**config.mk**
```make
export PLATFORM = sky130hd
export DESIGN_NAME = oflow_similarity_best_match
export DESIGN_NICKNAME = d
export VERILOG_FILES = /design/src/rtl/oflow_similarity_best_match.sv
export SDC_FILE = /design/constraint.sdc
export NUM_CORES = 2
export LEC_CHECK = 0
export CORE_MARGIN = 5
export CORE_UTILIZATION = 66
export DETAILED_ROUTE_END_ITERATION = 10
export MAX_ROUTING_LAYER = met4
export PLACE_DENSITY = 0.88
export REMOVE_ABC_BUFFERS = 1
export SLEW_MARGIN = 10
export SYNTH_ARGS = -nofsm -noshare
export SYNTH_HDL_FRONTEND = slang
export SYNTH_SLANG_ARGS = --single-unit
```
**constraint.sdc**
```tcl
create_clock -name clk -period 17.1 [get_ports clk]
set_input_delay 5.13 -clock clk [delete_from_list [all_inputs] [get_ports clk]]
set_output_delay 5.13 -clock clk [all_outputs]
set_load 0.02 [all_outputs]
```
**src/rtl/oflow_similarity_best_match.sv**
```systemverilog
// oflow_similarity_best_match
// Latches the current object's features, streams N previous-frame candidates
// through a 3-stage weighted-distance pipeline and reports the lowest-scoring
// candidate (score, id, arrival index) with a thresholded match and a done pulse.
module oflow_similarity_best_match #(
  parameter int COORD_W = 11,
  parameter int CH_W    = 8,
  parameter int DH_W    = 8,
  parameter int ID_W    = 12,
  parameter int WGT_W   = 8,
  parameter int SCORE_W = 32,
  parameter int CNT_W   = 7,
  localparam int FEAT_W = 4*COORD_W + 6*CH_W + DH_W + ID_W
) (
  input  logic               clk,
  input  logic               reset_N,
  input  logic               start,
  input  logic [FEAT_W-1:0]  cur_feat,
  input  logic [CNT_W-1:0]   num_cand,
  input  logic [7*WGT_W-1:0] weights,
  input  logic [SCORE_W-1:0] threshold,
  input  logic               cand_valid,
  input  logic [FEAT_W-1:0]  cand_feat,
  output logic               cand_ready,
  output logic               busy,
  output logic               done,
  output logic [SCORE_W-1:0] best_score,
  output logic [ID_W-1:0]    best_id,
  output logic [CNT_W-1:0]   best_index,
  output logic               match_found
);

  // Field offsets of {cm_x, cm_y, w, h, color1, color2, dh, id}
  localparam int DH_LO  = ID_W;
  localparam int C2_LO  = DH_LO + DH_W;
  localparam int C1_LO  = C2_LO + 3*CH_W;
  localparam int H_LO   = C1_LO + 3*CH_W;
  localparam int W_LO   = H_LO + COORD_W;
  localparam int Y_LO   = W_LO + COORD_W;
  localparam int X_LO   = Y_LO + COORD_W;
  localparam int COL_W  = CH_W + 2;
  localparam int DIFF_W = (COORD_W >= COL_W && COORD_W >= DH_W) ? COORD_W :
                          (COL_W >= DH_W) ? COL_W : DH_W;
  localparam int PROD_W = DIFF_W + WGT_W;
  localparam int ACC_W  = PROD_W + 3;
  localparam int EXT_W  = (ACC_W > SCORE_W) ? ACC_W : SCORE_W + 1;

  typedef enum logic [1:0] {IDLE, RUN, DRAIN, DONE} state_t;

  state_t state_q, state_d;

  logic [FEAT_W-1:ID_W]  cur_q;
  logic [CNT_W-1:0]      ncand_q;
  logic [7*WGT_W-1:0]    wgt_q;
  logic [SCORE_W-1:0]    thr_q;
  logic [CNT_W-1:0]      cnt_q;

  logic                  v1, v2, v3, v4;
  logic [DIFF_W-1:0]     s1_d [7];
  logic [PROD_W-1:0]     s2_p [7];
  logic [SCORE_W-1:0]    s3_score;
  logic [ID_W-1:0]       s1_id, s2_id, s3_id;
  logic [CNT_W-1:0]      s1_idx, s2_idx, s3_idx;

  logic [EXT_W-1:0]      sum_ext;
  logic [SCORE_W-1:0]    sum_sat;
  logic                  start_ok;
  logic                  accept;
  logic                  cur_id_unused;

  function automatic logic [COORD_W-1:0] abs_coord(input logic [COORD_W-1:0] a,
                                                   input logic [COORD_W-1:0] b);
    return (a > b) ? a - b : b - a;
  endfunction

  function automatic logic [DH_W-1:0] abs_dh(input logic [DH_W-1:0] a,
                                             input logic [DH_W-1:0] b);
    return (a > b) ? a - b : b - a;
  endfunction

  function automatic logic [COL_W-1:0] sad_color(input logic [3*CH_W-1:0] a,
                                                 input logic [3*CH_W-1:0] b);
    logic [COL_W-1:0] acc;
    logic [CH_W-1:0]  ca, cb;
    acc = '0;
    for (int unsigned k = 0; k < 3; k++) begin
      ca  = a[k*CH_W +: CH_W];
      cb  = b[k*CH_W +: CH_W];
      acc = acc + COL_W'((ca > cb) ? ca - cb : cb - ca);
    end
    return acc;
  endfunction

  // The current object's id plays no part in the distance.
  assign cur_id_unused = ^cur_feat[ID_W-1:0];

  assign start_ok = start && (state_q == IDLE);
  assign accept   = cand_valid && cand_ready;
  assign busy     = (state_q != IDLE);
  assign done     = (state_q == DONE);

  // Next-state and candidate handshake
  always_comb begin
    state_d    = state_q;
    cand_ready = 1'b0;
    case (state_q)
      IDLE:  if (start) state_d = (num_cand == '0) ? DONE : RUN;
      RUN: begin
        cand_ready = (cnt_q < ncand_q);
        if (cnt_q == ncand_q) state_d = DRAIN;
      end
      // v4 marks that the last best-update has landed in the result registers
      DRAIN: if (!(v1 || v2 || v3 || v4)) state_d = DONE;
      DONE:  state_d = IDLE;
      default: state_d = IDLE;
    endcase
  end

  // Seven-way sum of the weighted differences, saturated to SCORE_W
  always_comb begin
    sum_ext = '0;
    for (int unsigned i = 0; i < 7; i++) sum_ext = sum_ext + EXT_W'(s2_p[i]);
    sum_sat = (|sum_ext[EXT_W-1:SCORE_W]) ? '1 : sum_ext[SCORE_W-1:0];
  end

  // Control state, counters, pipeline valids and result registers
  always_ff @(posedge clk) begin
    if (!reset_N) begin
      state_q     <= IDLE;
      cnt_q       <= '0;
      v1          <= 1'b0;
      v2          <= 1'b0;
      v3          <= 1'b0;
      v4          <= 1'b0;
      best_score  <= '1;
      best_id     <= '0;
      best_index  <= '0;
      match_found <= 1'b0;
    end else begin
      state_q <= state_d;
      v1      <= accept;
      v2      <= v1;
      v3      <= v2;
      v4      <= v3;
      if (start_ok) begin
        cnt_q       <= '0;
        best_score  <= '1;
        best_id     <= '0;
        best_index  <= '0;
        match_found <= 1'b0;
      end else begin
        if (accept) cnt_q <= cnt_q + 1'b1;
        if (v3 && (s3_score < best_score)) begin
          best_score <= s3_score;
          best_id    <= s3_id;
          best_index <= s3_idx;
        end
        if (state_q == DRAIN && state_d == DONE) match_found <= (best_score <= thr_q);
      end
    end
  end

  // Configuration latched on an accepted start
  always_ff @(posedge clk) begin
    if (start_ok) begin
      cur_q   <= cur_feat[FEAT_W-1:ID_W];
      ncand_q <= num_cand;
      wgt_q   <= weights;
      thr_q   <= threshold;
    end
  end

  // Datapath: S1 absolute differences, S2 weighted products, S3 saturated sum
  always_ff @(posedge clk) begin
    if (accept) begin
      s1_d[0] <= DIFF_W'(abs_coord(cand_feat[X_LO +: COORD_W], cur_q[X_LO +: COORD_W]));
      s1_d[1] <= DIFF_W'(abs_coord(cand_feat[Y_LO +: COORD_W], cur_q[Y_LO +: COORD_W]));
      s1_d[2] <= DIFF_W'(abs_coord(cand_feat[W_LO +: COORD_W], cur_q[W_LO +: COORD_W]));
      s1_d[3] <= DIFF_W'(abs_coord(cand_feat[H_LO +: COORD_W], cur_q[H_LO +: COORD_W]));
      s1_d[4] <= DIFF_W'(sad_color(cand_feat[C1_LO +: 3*CH_W], cur_q[C1_LO +: 3*CH_W]));
      s1_d[5] <= DIFF_W'(sad_color(cand_feat[C2_LO +: 3*CH_W], cur_q[C2_LO +: 3*CH_W]));
      s1_d[6] <= DIFF_W'(abs_dh(cand_feat[DH_LO +: DH_W], cur_q[DH_LO +: DH_W]));
      s1_id   <= cand_feat[ID_W-1:0];
      s1_idx  <= cnt_q;
    end
    if (v1) begin
      for (int unsigned i = 0; i < 7; i++)
        s2_p[i] <= PROD_W'(s1_d[i]) * PROD_W'(wgt_q[(6-i)*WGT_W +: WGT_W]);
      s2_id  <= s1_id;
      s2_idx <= s1_idx;
    end
    if (v2) begin
      s3_score <= sum_sat;
      s3_id    <= s2_id;
      s3_idx   <= s2_idx;
    end
  end

endmodule

```
==> run_results.csv <==
group,metric,value,unit
outcome,status,"completed",
synthesis,syn-mean-instance-area,10.2,sq um
finish,fin_cells,6195,
setup_path,crit_type,"in2reg",
place,placement.io_buffers,365,
die,core-area,74300,sq um
routing,vias,35100,
die,die_y,284,um
synthesis,synth_cell_types,86,
setup_path,critPathSlowestCell,"o31ai_2",
sta,setup_ws,7280,ps
sta,tns,0,ps
sta,fin_crit_sh,0.574,
setup_path,crit_buf_inv,5,
power_and_ir_drop,p_seq_frac,0.188,
setup_path,cpLargestDelayFamily,"compound AO/OA/AOI/OAI gates",
power_and_ir_drop,p_int,6.49,mW
routing,wl,109,mm
finish,area_delta_synth_final,13.4,%
sta,tightest_slew,1200,ps
synthesis,ys_seq_elements,534,
grt,grt_max_degree,80,
clocking,clock_sinks,534,
setup_path,arrival,10220,ps
routing,detail_route.first_pass.iterations,6,
sta,maxSlewViolCount,0,
routing,first_iter_violations,2277,
clocking,cts_root_buffer,"clkbuf_16",
routing,viasPerCell,5.66,
grt,overflow,0,
synthesis,yosysTopAreaCell,"edfxtp_1",
clocking,holdBufCountCts,0,
place,dpl.hpwl,85.1,mm
power_and_ir_drop,p_leak,26.7,nW
sta,finClkSkew,33.2,ps
synthesis,netlist.area_leader.share,0.291,
sta,timing_hold_violations_final,0,
synthesis,ys_warn_count,0,
power_and_ir_drop,switching_share,0.467,
synthesis,synth_edf_count,478,
place,placedCellCount,6076,
routing,drc,0,
die,start_util,0.665,
setup_path,crit_chain,"clkdlybuf4s50_1 -> inv_1 -> ha_1 -> nor2b_1 -> o21ai_1 -> a21boi_1 -> o31a_1 -> o31ai_2 -> mux2i_1 -> fa_1 -> inv_1 -> ha_1 -> inv_1 -> fa_1 -> inv_1 -> a21oi_1 -> o21ai_0 -> a21oi_1 -> o21bai_1 -> a21o_1 -> a21oi_1 -> xnor2_1",
clocking,cts_max_level,2,
grt,grt_util_all_layers,0.280,
hold_path,hold_class,"reg2reg",
synthesis,synthTopCellsByArea,"edfxtp_1, fa_1, ha_1",
die,die_width,284,um
synthesis,synth-main-ff-cell,"edfxtp_1",
clocking,cts_resized,0,
job,max-cap-violations,0,
synthesis,ys_async_sr_fraction,0,
power_and_ir_drop,p_switching,5.69,mW
grt,grt_pass1_wl,181,mm
synthesis,seq_area_frac_synth,0.313,
setup_path,slowest_delay,810,ps
clocking,clk_pin_slew_worst_paths,60,ps
die,die-area,80400,sq um
power_and_ir_drop,combPwrFrac,0.699,
grt,grt_pass1_vias,36900,
finish,fin_nets,6552,
clocking,cts_made_buffers,61,
power_and_ir_drop,power_density,217,nW/um^2
routing,wl_per_cell,17.7,um
setup_path,crit_required,17500,ps
setup_path,crit_path_start_kind,"input port",
synthesis,synthCells,4845,
synthesis,synthesis.area,49400,sq um
power_and_ir_drop,p_total,12.2,mW
setup_path,endpoint_kind,"flip-flop",
setup_path,crit_fanout,10,
die,io_pins,378,
sta,timing.fmax,102,MHz
place,dp_slack,6660,ps
clocking,cts.path.max_buffers,3,
grt,antenna_found_initial,3,
routing,ant_nets,0,
power_and_ir_drop,pwr-share-clk,0.113,
clocking,worstSkewPairLatency,670,ps
sta,finalSetupViolCount,0,
clocking,post-cts-setup-buffer-count,0,
place,gp_congestion,0.899,
power_and_ir_drop,peakVddDrop,492,uV
sta,max_slew_margin,0.194,
sta,rsz0062_at_grt,"false",
die,rows,100,
sta,period_minus_slack,9820,ps
finish,drive_gt1_frac,0.0326,
clocking,cts_tree,"built",
setup_path,cpMostUsedCell,"inv_1",
-- power by group through the flow --
stage          sequential [mW]  combinational [mW]  clock, mW
4_1_cts                   2.29                8.39       1.40
6_report                  2.29                8.51       1.37
2_1_floorplan             2.26                6.17          0
5_1_grt                   2.31                9.50       1.46
3_5_place_dp              2.31                8.22          0
3_3_place_gp              2.30                7.78          0
-- state kept, by name, indices dropped and copies added, names as in the netlist, 2 cells and up --
signal	cells
best_id	12
best_index	7
best_score	23
cnt_q	7
cur_q	100
ncand_q	7
s1_d	72
s1_id	12
s1_idx	7
s2_id	12
s2_idx	7
s2_p	132
s3_id	12
s3_idx	7
s3_score	22
state_q	2
thr_q	32
wgt_q	56
-- placed cells by master, fill, tap and decap left out, drive strengths merged, types with 10 or more instances in the layout --
master         count
xor2              64
o41ai             10
buf               12
a211o             11
o21ai            144
a21oi            195
or2               11
a31oi             41
nor3              65
o21a              17
a21o              95
nor2b             45
and3              13
nand2            384
clkbuf            69
o211ai            10
nand4             30
xnor2            138
nand2b            21
fa               482
or3               22
a211oi            18
and2             334
edfxtp           478
clkdlybuf4s50    365
dfxtp             56
clkinv            28
mux2              19
nor2             117
inv             1065
mux2i             60
ha               577
nand3             68
a21boi            20
o21bai            28
-- final cells by class --
type | count | area [sq um]
flip-flops and latches | 534 | 15500
fillers | 4838 | 18300
well taps | 969 | 1210
clock buffers | 69 | 1590
repair buffers | 377 | 3740
inverters | 1059 | 3980
diodes | 4 | 10.0
clock inverters | 46 | 532
multi-input cells | 3137 | 29500
-- worst register-to-register path, cell delays in order (launching register included) --
cell and delay (ps):
edfxtp_1 580, and2_1 270, fa_1 530, inv_1 50
fa_1 470, inv_1 60, fa_1 540, inv_1 70
fa_1 540, inv_1 40, ha_1 320, a21boi_0 260
o21ai_0 180, a211oi_1 330, nor3_1 130, o41ai_1 480
a21oi_1 150, xnor2_1 370
-- cell families (layout without fill, tap and decap cells) --
logic type / after synthesis / in the layout / synth area share
AOI/OAI and AO/OA: 652 / 652 / 0.0841
xor gates and xnor gates: 202 / 202 / 0.0358
adders and majority gates: 1059 / 1059 / 0.342
buffers and inverters: 1174 / 1551 / 0.0904
DFF: 534 / 534 / 0.313
muxes: 79 / 79 / 0.0166
other: 0 / 4 / 0
and+or+nand+nor: 1145 / 1145 / 0.118
-- final timing paths --
path | cells after the start | endpoint | slack (ps) | start
worst max-delay path | 22 | s1_d[4][9] | 7280 | cand_feat[61]
worst max register to register | 17 | s2_p[1][17] | 11490 | wgt_q[44]
worst min register to register | 0 | s3_id[5] | 420 | s2_id[5]
worst min-delay path | 0 | s3_id[5] | 420 | s2_id[5]
-- Yosys cell counts, types with 12 or more instances --
cell type  number
nand2_1       384
dfxtp_1        56
mux2i_1        60
nor3_1         65
o21a_1         17
buf_2          12
and3_1         13
a21oi_1       193
fa_1          482
nand4_1        30
o21ai_1        15
xnor2_1       138
a211oi_1       18
o21bai_1       28
nand2b_1       21
nor2b_1        45
clkbuf_1       83
or3_1          21
inv_1        1059
nor2_1        116
and2_1        334
nand3_1        68
o21ai_0       126
mux2_2         16
ha_1          577
a21boi_0       12
xor2_1         64
edfxtp_1      478
a31oi_1        41
a21o_1         95
-- layer usage --
layer,global-route usage,wire (um)
met5,-,0
met4,0.0896,4000
met3,0.0367,7120
met2,0.485,55500
met1,0.346,42800
-- per-stage QoR --
stage	util	hold slack (ps)	instance area, sq um
floorplan	-	400	48900
global placement	0.725	400	53900
detailed placement	0.725	405	53900
CTS	0.754	417	56000
global route	0.754	427	56000
finish	0.754	416	56000
No activity file was read; power rests on OpenSTA's default activity.
